## src/rtl/vram_arbiter.sv

```systemverilog
// Single-port video RAM arbiter: display fetch > buffered host write > host read.
// Define VRAM_ARB_STATS_EN to build the saturating write-stall counter on stall_cnt.
module vram_arbiter #(
  parameter int ADDR_W     = 12,
  parameter int DATA_W     = 8,
  parameter int FIFO_DEPTH = 4
) (
  input  logic              vga_clk,
  input  logic              reset,
  input  logic              DataSource,
  input  logic              disp_req,
  input  logic [ADDR_W-1:0] disp_addr,
  output logic [DATA_W-1:0] disp_data,
  output logic              disp_valid,
  input  logic              host_wr_valid,
  output logic              host_wr_ready,
  input  logic [ADDR_W-1:0] host_wr_addr,
  input  logic [DATA_W-1:0] host_wr_data,
  input  logic              host_rd_valid,
  output logic              host_rd_ready,
  input  logic [ADDR_W-1:0] host_rd_addr,
  output logic [DATA_W-1:0] host_rd_data,
  output logic              host_rd_done,
  output logic [ADDR_W-1:0] mem_addr,
  output logic              mem_we,
  output logic [DATA_W-1:0] mem_wdata,
  input  logic [DATA_W-1:0] mem_rdata,
  output logic [15:0]       stall_cnt
);

  localparam int PTR_W = (FIFO_DEPTH > 1) ? $clog2(FIFO_DEPTH) : 1;
  localparam int CNT_W = PTR_W + 1;

  typedef enum logic [1:0] {
    TAG_NONE = 2'd0,
    TAG_DISP = 2'd1,
    TAG_RD   = 2'd2
  } tag_e;

  logic              dreq;
  logic              grant_disp;
  logic              grant_wr;
  logic              grant_rd;
  logic              push;
  logic              fifo_empty;
  logic              fifo_full;

  logic [ADDR_W-1:0] fifo_addr_q [FIFO_DEPTH];
  logic [ADDR_W-1:0] fifo_addr_d [FIFO_DEPTH];
  logic [DATA_W-1:0] fifo_data_q [FIFO_DEPTH];
  logic [DATA_W-1:0] fifo_data_d [FIFO_DEPTH];
  logic [PTR_W-1:0]  wr_ptr_q, wr_ptr_d;
  logic [PTR_W-1:0]  rd_ptr_q, rd_ptr_d;
  logic [CNT_W-1:0]  count_q, count_d;

  logic [ADDR_W-1:0] mem_addr_q, mem_addr_d;
  logic [DATA_W-1:0] mem_wdata_q, mem_wdata_d;
  tag_e              tag_q, tag_d;
  logic [DATA_W-1:0] disp_data_q, disp_data_d;
  logic [DATA_W-1:0] rd_data_q, rd_data_d;

  assign dreq          = disp_req & DataSource;
  assign fifo_empty    = (count_q == CNT_W'(0));
  assign fifo_full     = (count_q == CNT_W'(FIFO_DEPTH));
  assign host_wr_ready = !reset && !fifo_full;
  assign push          = host_wr_valid && host_wr_ready;

  always_comb begin
    grant_disp = 1'b0;
    grant_wr   = 1'b0;
    grant_rd   = 1'b0;
    if (!reset) begin
      if (dreq) begin
        grant_disp = 1'b1;
      end else if (!fifo_empty) begin
        grant_wr = 1'b1;
      end else if (host_rd_valid) begin
        grant_rd = 1'b1;
      end else begin
        grant_disp = 1'b0;
      end
    end else begin
      grant_disp = 1'b0;
    end
  end

  assign mem_we        = grant_wr;
  assign host_rd_ready = grant_rd;

  // Idle cycles keep presenting the last address/data to the RAM.
  always_comb begin
    mem_addr  = mem_addr_q;
    mem_wdata = mem_wdata_q;
    if (reset) begin
      mem_addr  = '0;
      mem_wdata = '0;
    end else if (grant_disp) begin
      mem_addr = disp_addr;
    end else if (grant_wr) begin
      mem_addr  = fifo_addr_q[rd_ptr_q];
      mem_wdata = fifo_data_q[rd_ptr_q];
    end else if (grant_rd) begin
      mem_addr = host_rd_addr;
    end else begin
      mem_addr = mem_addr_q;
    end
  end

  assign mem_addr_d  = mem_addr;
  assign mem_wdata_d = mem_wdata;

  always_comb begin
    fifo_addr_d = fifo_addr_q;
    fifo_data_d = fifo_data_q;
    wr_ptr_d    = wr_ptr_q;
    rd_ptr_d    = rd_ptr_q;
    count_d     = count_q;
    if (reset) begin
      wr_ptr_d = '0;
      rd_ptr_d = '0;
      count_d  = '0;
    end else begin
      if (push) begin
        fifo_addr_d[wr_ptr_q] = host_wr_addr;
        fifo_data_d[wr_ptr_q] = host_wr_data;
        wr_ptr_d              = wr_ptr_q + PTR_W'(1);
      end else begin
        wr_ptr_d = wr_ptr_q;
      end
      if (grant_wr) begin
        rd_ptr_d = rd_ptr_q + PTR_W'(1);
      end else begin
        rd_ptr_d = rd_ptr_q;
      end
      case ({push, grant_wr})
        2'b10:   count_d = count_q + CNT_W'(1);
        2'b01:   count_d = count_q - CNT_W'(1);
        default: count_d = count_q;
      endcase
    end
  end

  // The tag tells next cycle's return path who owns mem_rdata.
  always_comb begin
    tag_d = TAG_NONE;
    if (grant_disp) begin
      tag_d = TAG_DISP;
    end else if (grant_rd) begin
      tag_d = TAG_RD;
    end else begin
      tag_d = TAG_NONE;
    end
  end

  always_comb begin
    disp_valid   = 1'b0;
    host_rd_done = 1'b0;
    disp_data_d  = disp_data_q;
    rd_data_d    = rd_data_q;
    if (reset) begin
      disp_data_d = '0;
      rd_data_d   = '0;
    end else begin
      case (tag_q)
        TAG_DISP: begin
          disp_valid  = 1'b1;
          disp_data_d = mem_rdata;
        end
        TAG_RD: begin
          host_rd_done = 1'b1;
          rd_data_d    = mem_rdata;
        end
        default: begin
          disp_valid = 1'b0;
        end
      endcase
    end
  end

  assign disp_data    = disp_data_d;
  assign host_rd_data = rd_data_d;

  always_ff @(posedge vga_clk) begin
    fifo_addr_q <= fifo_addr_d;
    fifo_data_q <= fifo_data_d;
    wr_ptr_q    <= wr_ptr_d;
    rd_ptr_q    <= rd_ptr_d;
    count_q     <= count_d;
    mem_addr_q  <= mem_addr_d;
    mem_wdata_q <= mem_wdata_d;
    tag_q       <= tag_d;
    disp_data_q <= disp_data_d;
    rd_data_q   <= rd_data_d;
  end

`ifdef VRAM_ARB_STATS_EN
  logic [15:0] stall_cnt_q, stall_cnt_d;

  always_comb begin
    stall_cnt_d = stall_cnt_q;
    if (reset) begin
      stall_cnt_d = 16'h0000;
    end else if (dreq && !fifo_empty && (stall_cnt_q != 16'hFFFF)) begin
      stall_cnt_d = stall_cnt_q + 16'h0001;
    end else begin
      stall_cnt_d = stall_cnt_q;
    end
  end

  always_ff @(posedge vga_clk) begin
    stall_cnt_q <= stall_cnt_d;
  end

  assign stall_cnt = stall_cnt_q;
`else
  assign stall_cnt = 16'h0000;
`endif

endmodule

```

## config.mk

```make
export PLATFORM = sky130hd
export DESIGN_NAME = vram_arbiter
export DESIGN_NICKNAME = d
export VERILOG_FILES = /design/src/rtl/vram_arbiter.sv
export SDC_FILE = /design/constraint.sdc
export NUM_CORES = 1
export LEC_CHECK = 0
export BUFFER_PORTS_ARGS = -buffer_cell sky130_fd_sc_hd__buf_4
export CAP_MARGIN = 20
export CORE_ASPECT_RATIO = 1.5
export CORE_UTILIZATION = 50
export CTS_BUF_LIST = sky130_fd_sc_hd__clkbuf_8
export DETAILED_ROUTE_END_ITERATION = 10
export PLACE_DENSITY = 0.87
export REMOVE_ABC_BUFFERS = 1
export SLEW_MARGIN = 20
export SYNTH_ARGS = -nofsm -noshare
export SYNTH_HDL_FRONTEND = slang
export SYNTH_SLANG_ARGS = --single-unit
```

## constraint.sdc

```tcl
create_clock -name vga_clk -period 4.4 [get_ports vga_clk]
set_clock_uncertainty 0.2 [all_clocks]
set_input_delay 0.88 -clock vga_clk [delete_from_list [all_inputs] [get_ports vga_clk]]
set_output_delay 0.88 -clock vga_clk [all_outputs]
set_load 0.05 [all_outputs]
```

==> results.py, run 1 <==
metrics = {
    "setup_path": {
        "critPathTopFamily": "flip-flops",
        "path_cells": "buf_4 > mux4_1 > nand3_1 > o211ai_1 > buf_4",
        "cpMostUsedCell": "buf_4",
        "worstPathMaxFanout": 13,
        "worstPathArrival_ns": 2.55,
        "slowest_delay_ns": 0.68,
        "cp-end-kind": "primary output",
        "crit_buf_inv": 2,
        "start_kind": "register",
        "cp_slowest_cell": "dfxtp_1",
        "critPathKind": "register to primary output",
        "r2r_setup_slack_ns": 1.32,
        "worstPathRequired_ns": 3.32,
    },
    "synthesis": {
        "ys_ff_latch": 125,
        "ys_warn_count": 0,
        "ys.flop_type": "edfxtp_1",
        "netlist_area_um2": 5000,
        "ys_types": 36,
        "syn_avg_cell_area_um2": 14.5,
        "async_flop_share": 0,
        "synth.yosys.seq_area_share": 0.661,
        "synth_edf_count": 80,
        "syn-instance-count": 345,
    },
    "die": {
        "pin_count": 115,
        "row_count": 44,
        "die_h_um": 124,
        "die_x_um": 83.6,
        "start_util": 0.516,
        "dieArea_um2": 10400,
        "core_area_um2": 9690,
    },
    "layout": {
        "synthToLayoutAreaGrowth_pct": 23.6,
        "fin_nets": 512,
        "final_common_cell": "buf_4",
        "fin_util": 0.637,
        "layout_common_cells": "buf_4, edfxtp_1, nand2_1",
        "fillerInstances": 737,
        "final_cells": 576,
        "diodes": 0,
        "layout-drive-gt1-share": 0.338,
    },
    "placement": {
        "place_inst": 544,
        "numPortBuffers": 98,
        "place_congestion": 0.780,
        "dp_hpwl_um": 6910,
    },
    "drt": {
        "wirelength_um": 9980,
        "vias": 3137,
        "ant_nets": 0,
        "drt-initial-drc-count": 203,
        "wl_per_cell_um": 17.3,
        "routed_via_density": 5.45,
        "dr.pass1.iters": 4,
        "drcViolationCount": 0,
    },
    "pwr": {
        "p_per_area_nw_per_um2": 526,
        "irDropWorstVdd_mv": 0.415,
        "p_leak_nw": 2.39,
    },
    "clocking": {
        "cts-resized-gates": 0,
        "cts.sinks": 125,
        "clock_latency_ns": 0.43,
        "cts_setup_buffers": 0,
        "hold_buffers": 0,
        "cts_tree": "built",
        "root_buffer": "clkbuf_8",
        "cts_buffer_depth": 2,
        "path_clk_slew_ns": 0.07,
        "numCtsBuffers": 17,
        "htreeDepth": 4,
    },
    "timing": {
        "setup_tns_ns": 0,
        "slew_headroom": 0.520,
        "fin_crit_ns": 3.63,
        "setup_viol_count_final": 0,
        "hold_violations": 0,
        "rsz0062_at_grt": "no",
        "slew_violations": 0,
        "worstMarginPinSlew_ns": 0.720,
        "max_freq_ghz": 0.276,
        "fin_crit_sh": 0.824,
    },
    "global_routing": {
        "grt_antenna_before_repair": 0,
        "grt_pass1_vias": 3273,
        "grt.overflow.total": 0,
        "grt_max_degree": 30,
        "grt.total_usage": 0.204,
        "grt_pass1_wl_um": 15900,
    },
    "worst_hold_path": {
        "hold_class": "register to register",
    },
    "outcome": {
        "status": "finished clean",
    },
    "job": {
        "maxCapViolCount": 0,
    },
}
==> worst register-to-register path, cell delays in order, from the launching register on <==
cell and delay [ns]:
dfxtp_1 0.37, or3_1 0.69, nand2_1 0.42, inv_1 0.12, ha_1 0.23, fa_1 0.38
xnor2_1 0.16, or3_1 0.32, a21oi_1 0.14
==> power breakdown <==
part,total (mW),switching (mW),internal [mW],leakage (nW)
Sequential,1.42,0.0551,1.36,1.10
Combinational,0.807,0.527,0.280,1.11
Clock,1.03,0.454,0.573,0.189
Total,3.25,1.04,2.21,2.39
==> cell usage after synthesis (3+ instances only) <==
library cell  number  area [µm²]
or3_1              3        18.8
buf_1              3        11.3
clkbuf_1           9        33.8
and3_1            10        62.6
mux4_1             7         184
a31o_1             4        35.0
a21oi_1           19        95.1
o211ai_1          12        90.1
buf_2              5        25.0
nor2_1             6        22.5
a31o_2             4        35.0
edfxtp_1          80        2400
mux2i_1           15         150
mux4_2            13         293
and2_1             4        25.0
inv_1              4        15.0
dfxtp_1           45         901
ha_1               5        62.6
nand3_1           13        65.1
buf_4             16         120
nand2_1           48         180
==> metal layers <==
layer  wire, µm  track usage
met1       3820        0.219
met4        227        0.102
met3        515       0.0649
met5          0            0
met2       5410        0.356
==> layout make-up <==
type / count / area [µm²] / area share
flip-flops and latches: 125 / 3300 / 0.535
repair buffers: 105 / 788 / 0.128
inverters: 5 / 18.8 / 0.00304
multi-input cells: 194 / 1500 / 0.243
clock buffers: 18 / 248 / 0.0401
well taps: 115 / 144 / 0.0233
clock inverters: 14 / 170 / 0.0276
==> worst paths after layout <==
check	startpoint	end	cells past startpoint
worst max register to register	count_q[0]	count_q[2]	8
worst min-delay path	disp_data_q[4]	disp_data_q[4]	2
worst max-delay path	rd_ptr_q[0]	mem_addr[8]	5
worst min register to register	disp_data_q[4]	disp_data_q[4]	2
==> through the flow <==
step | hold slack [ns] | power (mW) | cell area, µm² | setup slack (ns)
3_3_place_gp | 0.252 | 2.23 | 5760 | 0.952
2_1_floorplan | 0.269 | 1.99 | 4820 | 0.293
5_1_grt | 0.298 | 3.37 | 6170 | 0.559
3_5_place_dp | 0.257 | 2.25 | 5760 | 0.865
4_1_cts | 0.267 | 3.27 | 6170 | 0.706
6_report | 0.270 | 3.25 | 6170 | 0.774
==> flip-flops by register name, summed over array words and instances, names as in the netlist <==
register / count
tag_q: 2
fifo_addr_q: 48
fifo_data_q: 32
mem_addr_q: 12
count_q: 3
disp_data_q: 8
rd_ptr_q: 2
mem_wdata_q: 8
wr_ptr_q: 2
rd_data_q: 8
==> kinds of logic (layout without fill, tap and decap cells) <==
group           after synthesis  in the layout  synth area share
compound gates               42             42            0.0546
simple gates                 92             92            0.0856
flops                       125            125             0.661
fa+ha+maj                     6              6            0.0165
xor+xnor                      2              2           0.00351
mux                          36             36             0.128
other cells                   1             16          0.000750
buf+inv                      41            142            0.0503
(Power assumes the default switching activity.)
==> run 2: changes to the inputs <==
Settings changed: PLACE_DENSITY 0.87 to 0.9.
Clock period 4.4 ns to 2.9 ns, I/O delays scaled along.
==> run 2 against run 1 <==
  * Combinational power up 72%
  * Worst hold slack got worse by 0.13 ns
  * Design area up 2.8%
  * Register-to-register slack got worse by 1.2 ns
  * Power is 60% higher
  * Sequential share of layout area down 1.4 points
  * Critical endpoint is now mem_addr[2]
==> results.py, run 2 (same netlist as run 1, synthesis figures left out) <==
metrics = {
    "outcome": {
        "status": "finished clean",
    },
    "layout": {
        "multi_input_area_um2": 1510,
        "synthToLayoutAreaGrowth_pct": 27.0,
        "fin_nets": 520,
        "reg_top3": "fifo_addr_q x48, fifo_data_q x32, mem_addr_q x12",
        "regArea_um2": 3310,
        "largest_reg_flops": 48,
        "final_common_cell": "buf_4",
        "layout-drive-gt1-share": 0.369,
        "diodes": 0,
        "layout_common_cells": "buf_4, edfxtp_1, nand2_1",
        "fin_area_um2": 6340,
        "final_cells": 584,
        "largest-register": "fifo_addr_q",
        "fillerInstances": 686,
    },
    "placement": {
        "place_congestion": 0.821,
        "placed_cell_area_um2": 5810,
        "dp_hpwl_um": 7190,
        "preCtsSetupSlack_ns": 0.201,
        "place_inst": 549,
        "numPortBuffers": 98,
    },
    "setup_path": {
        "cp-end-kind": "primary output",
        "start_kind": "register",
        "path_cells": "bufbuf_16 > mux4_2 > nand3_1 > o211ai_1 > buf_4",
        "worstPathRequired_ns": 2.12,
        "cp_slowest_cell": "mux4_2",
        "slowest_delay_ns": 0.50,
        "worstPathArrival_ns": 2.11,
        "critPathKind": "register to primary output",
        "worstPathMaxFanout": 11,
    },
    "drt": {
        "wl_met3_um": 518,
        "wirelength_um": 10500,
        "highest_layer": "met4",
        "ant_nets": 0,
        "wl_met1_um": 3910,
        "wl_per_cell_um": 18.0,
        "route.met2.wl_um": 5780,
        "dr.pass1.iters": 4,
        "drcViolationCount": 0,
        "vias": 3234,
        "routed_via_density": 5.54,
        "drt-initial-drc-count": 179,
    },
    "clocking": {
        "htreeDepth": 4,
        "cts.sinks": 125,
        "cts_buffer_depth": 2,
        "root_buffer": "clkbuf_8",
        "cts_tree": "built",
        "numCtsBuffers": 17,
        "path_clk_slew_ns": 0.08,
        "clock_latency_ns": 0.44,
        "hold_buffers": 0,
    },
    "global_routing": {
        "grt_pass1_vias": 3347,
        "grt_max_degree": 22,
        "grt.overflow.total": 0,
        "grt_pass1_wl_um": 16600,
        "grt_antenna_before_repair": 0,
        "grt.total_usage": 0.213,
    },
    "timing": {
        "hold_violations": 0,
        "slew_violations": 0,
        "fin_crit_sh": 0.997,
        "max_freq_ghz": 0.346,
        "setup_viol_count_final": 0,
        "finalWorstSetupSlack_ns": 0.00801,
        "rsz0062_at_grt": "yes",
        "setup_tns_ns": 0,
        "slew_headroom": 0.626,
        "fin_crit_ns": 2.89,
        "worstMarginPinSlew_ns": 0.560,
    },
    "die": {
        "pin_count": 115,
        "die_h_um": 124,
        "core_area_um2": 9690,
        "row_count": 44,
        "dieArea_um2": 10400,
        "start_util": 0.516,
        "die_x_um": 83.6,
    },
    "pwr": {
        "power_mw": 5.21,
        "irDropWorstVdd_mv": 0.458,
        "p_per_area_nw_per_um2": 821,
        "p_leak_nw": 2.48,
    },
    "job": {
        "maxCapViolCount": 0,
    },
    "worst_hold_path": {
        "hold_class": "input pin to register",
    },
}
[run 2: cell types whose count changed in the layout (fill, tap and decap cells not counted), moves of 3 or more]
cell,change
inv_6,+3
clkinv_4,+3
clkinvlp_4,-6
mux4_1,-4
buf_6,+7
mux4_2,+4
[run 2: what timing repair did]
action | in CTS | in global routing
setup endpoints to repair | 20 | 14
gates resized for setup | 11 | 6
cloned | 1 | 0
pin swaps | 1 | 0
buffers inserted | 2 | 0
[run 2: power breakdown]
group          leakage [nW]  switching, mW  total (mW)  internal [mW]
clock network         0.224          0.720        1.67          0.953
registers              1.10         0.0758        2.14           2.06
logic                  1.16          0.867        1.39          0.528
[run 2: cell type report]
| class | instances | share of cell area |
|---|---|---|
| clock inverter | 15 | 0.0335 |
| multi-input combinational | 194 | 0.237 |
| clock buffer | 17 | 0.0369 |
| timing repair buffer | 113 | 0.146 |
| sequential | 125 | 0.521 |
| tap | 115 | 0.0227 |
| inverter | 5 | 0.00296 |
[run 2: critical path: cells and delay by family (launching register included)]
kind                   cells  cell delay, ns
buffers and inverters      2            0.54
muxes                      1            0.50
DFF                        1            0.37
AOI/OAI and AO/OA          1            0.16
and+or+nand+nor            1            0.11
[run 2: worst paths after layout]
check	slack, ns	from	depth (start not counted)	to
hold / removal	0.14	host_wr_data[3]	1	fifo_data_q[19]
setup reg to reg	0.16	count_q[0]	8	count_q[2]
hold reg to reg	0.27	disp_data_q[5]	2	disp_data_q[5]
setup / recovery	0.008	rd_ptr_q[0]	5	mem_addr[2]
[run 2: layer usage]
metal,global-route usage,vias to the layer above
li1,-,1472
met1,0.219,1592
met2,0.387,141
met3,0.0444,29
met4,0.134,0
met5,0,-
[run 2: through the flow]
stage,hold slack [ns],utilization
finish,0.139,0.655
floorplan,0.269,-
CTS,0.115,0.654
global route,0.119,0.655
global placement,0.251,0.599
detailed placement,0.257,0.599
==> run 3: changes to the inputs <==
==> constraint.sdc (replaced) <==
create_clock -name vga_clk -period 2.9 [get_ports vga_clk]
set_clock_uncertainty 0.2 [all_clocks]
set_input_delay 0.145 -clock vga_clk [delete_from_list [all_inputs] [get_ports vga_clk]]
set_output_delay 0.145 -clock vga_clk [all_outputs]
set_load 0.05 [all_outputs]
==> run 3 against run 2 <==
  * Sequential cell count did not move
  * Wire length rose by 7.4%
  * Via count rose by 5.6%
  * Global-route usage rose by 1.4 points
  * Clock power fell by 13%
  * Die area did not move
  * Worst hold slack got worse by 0.092 ns
  * Final cell count rose by 9.1%
==> results.py, run 3 (same netlist as run 1, synthesis figures left out) <==
metrics = {
    "drt": {
        "vias": 3414,
        "drt-initial-drc-count": 240,
        "wl_per_cell_um": 17.8,
        "ant_nets": 0,
        "wirelength_um": 11300,
        "dr.pass1.iters": 5,
        "routed_via_density": 5.36,
        "drcViolationCount": 0,
    },
    "clocking": {
        "path_clk_slew_ns": 0.07,
        "cts_setup_buffers": 0,
        "cts_buffer_depth": 2,
        "clock_latency_ns": 0.43,
        "cts.sinks": 125,
        "htreeDepth": 4,
        "cts_tree": "built",
        "root_buffer": "clkbuf_8",
        "numCtsBuffers": 17,
    },
    "worst_hold_path": {
        "hold_class": "input pin to register",
        "whs_path_depth": 4,
    },
    "layout": {
        "largest-register": "fifo_addr_q",
        "layout_common_cells": "buf_4, edfxtp_1, dlygate4sd3_1",
        "synthToLayoutAreaGrowth_pct": 35.1,
        "final_common_cell": "buf_4",
        "fin_nets": 572,
        "final_cells": 637,
        "largest_reg_flops": 48,
        "reg_top3": "fifo_addr_q x48, fifo_data_q x32, mem_addr_q x12",
        "fin_util": 0.697,
        "layout-drive-gt1-share": 0.309,
    },
    "die": {
        "core_area_um2": 9690,
        "dieArea_um2": 10400,
        "row_count": 44,
        "pin_count": 115,
        "die_x_um": 83.6,
        "die_h_um": 124,
        "start_util": 0.516,
    },
    "placement": {
        "dp_hpwl_um": 6830,
        "numPortBuffers": 98,
        "place_inst": 547,
        "place_congestion": 0.789,
    },
    "outcome": {
        "status": "finished clean",
    },
    "setup_path": {
        "worstSetupStartpoint": "count_q[0]",
        "r2r_end": "mem_addr_q[4]",
        "r2r_setup_slack_ns": 0.42,
        "start_kind": "register",
        "worstPathMaxFanout": 12,
        "critPathCapture": "mem_addr[11]",
        "reg2reg_depth": 5,
        "rr_startpoint": "rd_ptr_q[1]",
        "critPathKind": "register to primary output",
        "worstPathRequired_ns": 2.56,
        "worstPathArrival_ns": 2.25,
        "cp-end-kind": "primary output",
    },
    "pwr": {
        "p_per_area_nw_per_um2": 742,
        "irDropWorstVdd_mv": 0.503,
        "p_leak_nw": 2.66,
        "power_mw": 5.01,
    },
    "timing": {
        "max_freq_ghz": 0.385,
        "fin_crit_sh": 0.895,
        "slew_violations": 0,
        "rsz0062_at_grt": "no",
        "slew_headroom": 0.613,
        "worstMarginPinSlew_ns": 0.575,
        "fin_crit_ns": 2.59,
        "setup_tns_ns": 0,
        "setup_viol_count_final": 0,
        "hold_violations": 0,
    },
    "global_routing": {
        "grt.total_usage": 0.227,
        "grt_pass1_vias": 3536,
        "grt_antenna_before_repair": 1,
        "grt_max_degree": 30,
        "grt.overflow.total": 0,
        "grt_pass1_wl_um": 17700,
    },
    "job": {
        "maxCapViolCount": 0,
    },
}
==> run 3: cell types whose count changed in the layout (fill, tap and decap cells not counted), moves of 2 or more <==
cell and change:
clkinv_2 +5, clkinvlp_4 +4, buf_6 -7, inv_6 -2, mux4_1 +4, buf_4 +4, bufinv_16 -2, dlygate4sd3_1 +57
clkinv_4 -3, mux4_2 -4
==> run 3: area by class of cell <==
cell class / count / area [µm²]
antenna: 1 / 2.50
clock buffer: 17 / 234
clock inverter: 15 / 149
fill: 632 / 2940
inverter: 5 / 18.8
multi-input combinational: 194 / 1510
sequential: 125 / 3300
tap: 115 / 144
timing repair buffer: 165 / 1390
==> run 3: report_power, final <==
part	total [mW]	switching (mW)	leakage, nW	internal, mW
Combinational	1.40	0.853	1.38	0.550
Sequential	2.15	0.0881	1.10	2.06
Clock	1.45	0.695	0.184	0.757
==> run 3: stage by stage <==
stage | hold slack (ns) | cell area, µm² | worst slack (ns)
floorplan | 0.0141 | 4820 | -0.0513
global placement | 0.144 | 5790 | 0.602
detailed placement | 0.151 | 5790 | 0.434
CTS | 0.0300 | 6750 | 0.136
global route | 0.0620 | 6750 | 0.0567
finish | 0.0468 | 6750 | 0.305
==> run 3: metal layers <==
metal | wire length (µm) | part of all wire | track usage | vias up
met5 | 0 | 0 | 0 | -
met3 | 612 | 0.054 | 0.0623 | 24
li1 | - | - | - | 1576
met4 | 311 | 0.027 | 0.103 | 0
met1 | 4220 | 0.37 | 0.252 | 1662
met2 | 6180 | 0.55 | 0.402 | 152
==> run 3: worst min-delay path by stage <==
| stage | start | to |
|---|---|---|
| 6_report | disp_req | rd_ptr_q[0] |
| 5_1_grt | host_wr_valid | wr_ptr_q[0] |
| 4_1_cts | disp_req | rd_ptr_q[0] |
| 3_5_place_dp | host_wr_addr[11] | fifo_addr_q[47] |
| 3_3_place_gp | host_wr_data[0] | fifo_data_q[16] |
| 2_1_floorplan | reset | count_q[2] |
==> run 3: repair_timing <==
| item | CTS | global route |
|---|---|---|
| gates resized for setup | 0 | 2 |
| hold endpoints to repair | 113 | 0 |
| setup endpoints to repair | 0 | 4 |
| hold buffers | 57 | 0 |
==> run 3: critical path, stage by stage (launching register included) <==
cell,delay [ns]
dfxtp_1,0.37
nor3_1,0.51
nand2_2,0.30
o211ai_1,0.36
buf_4,0.27
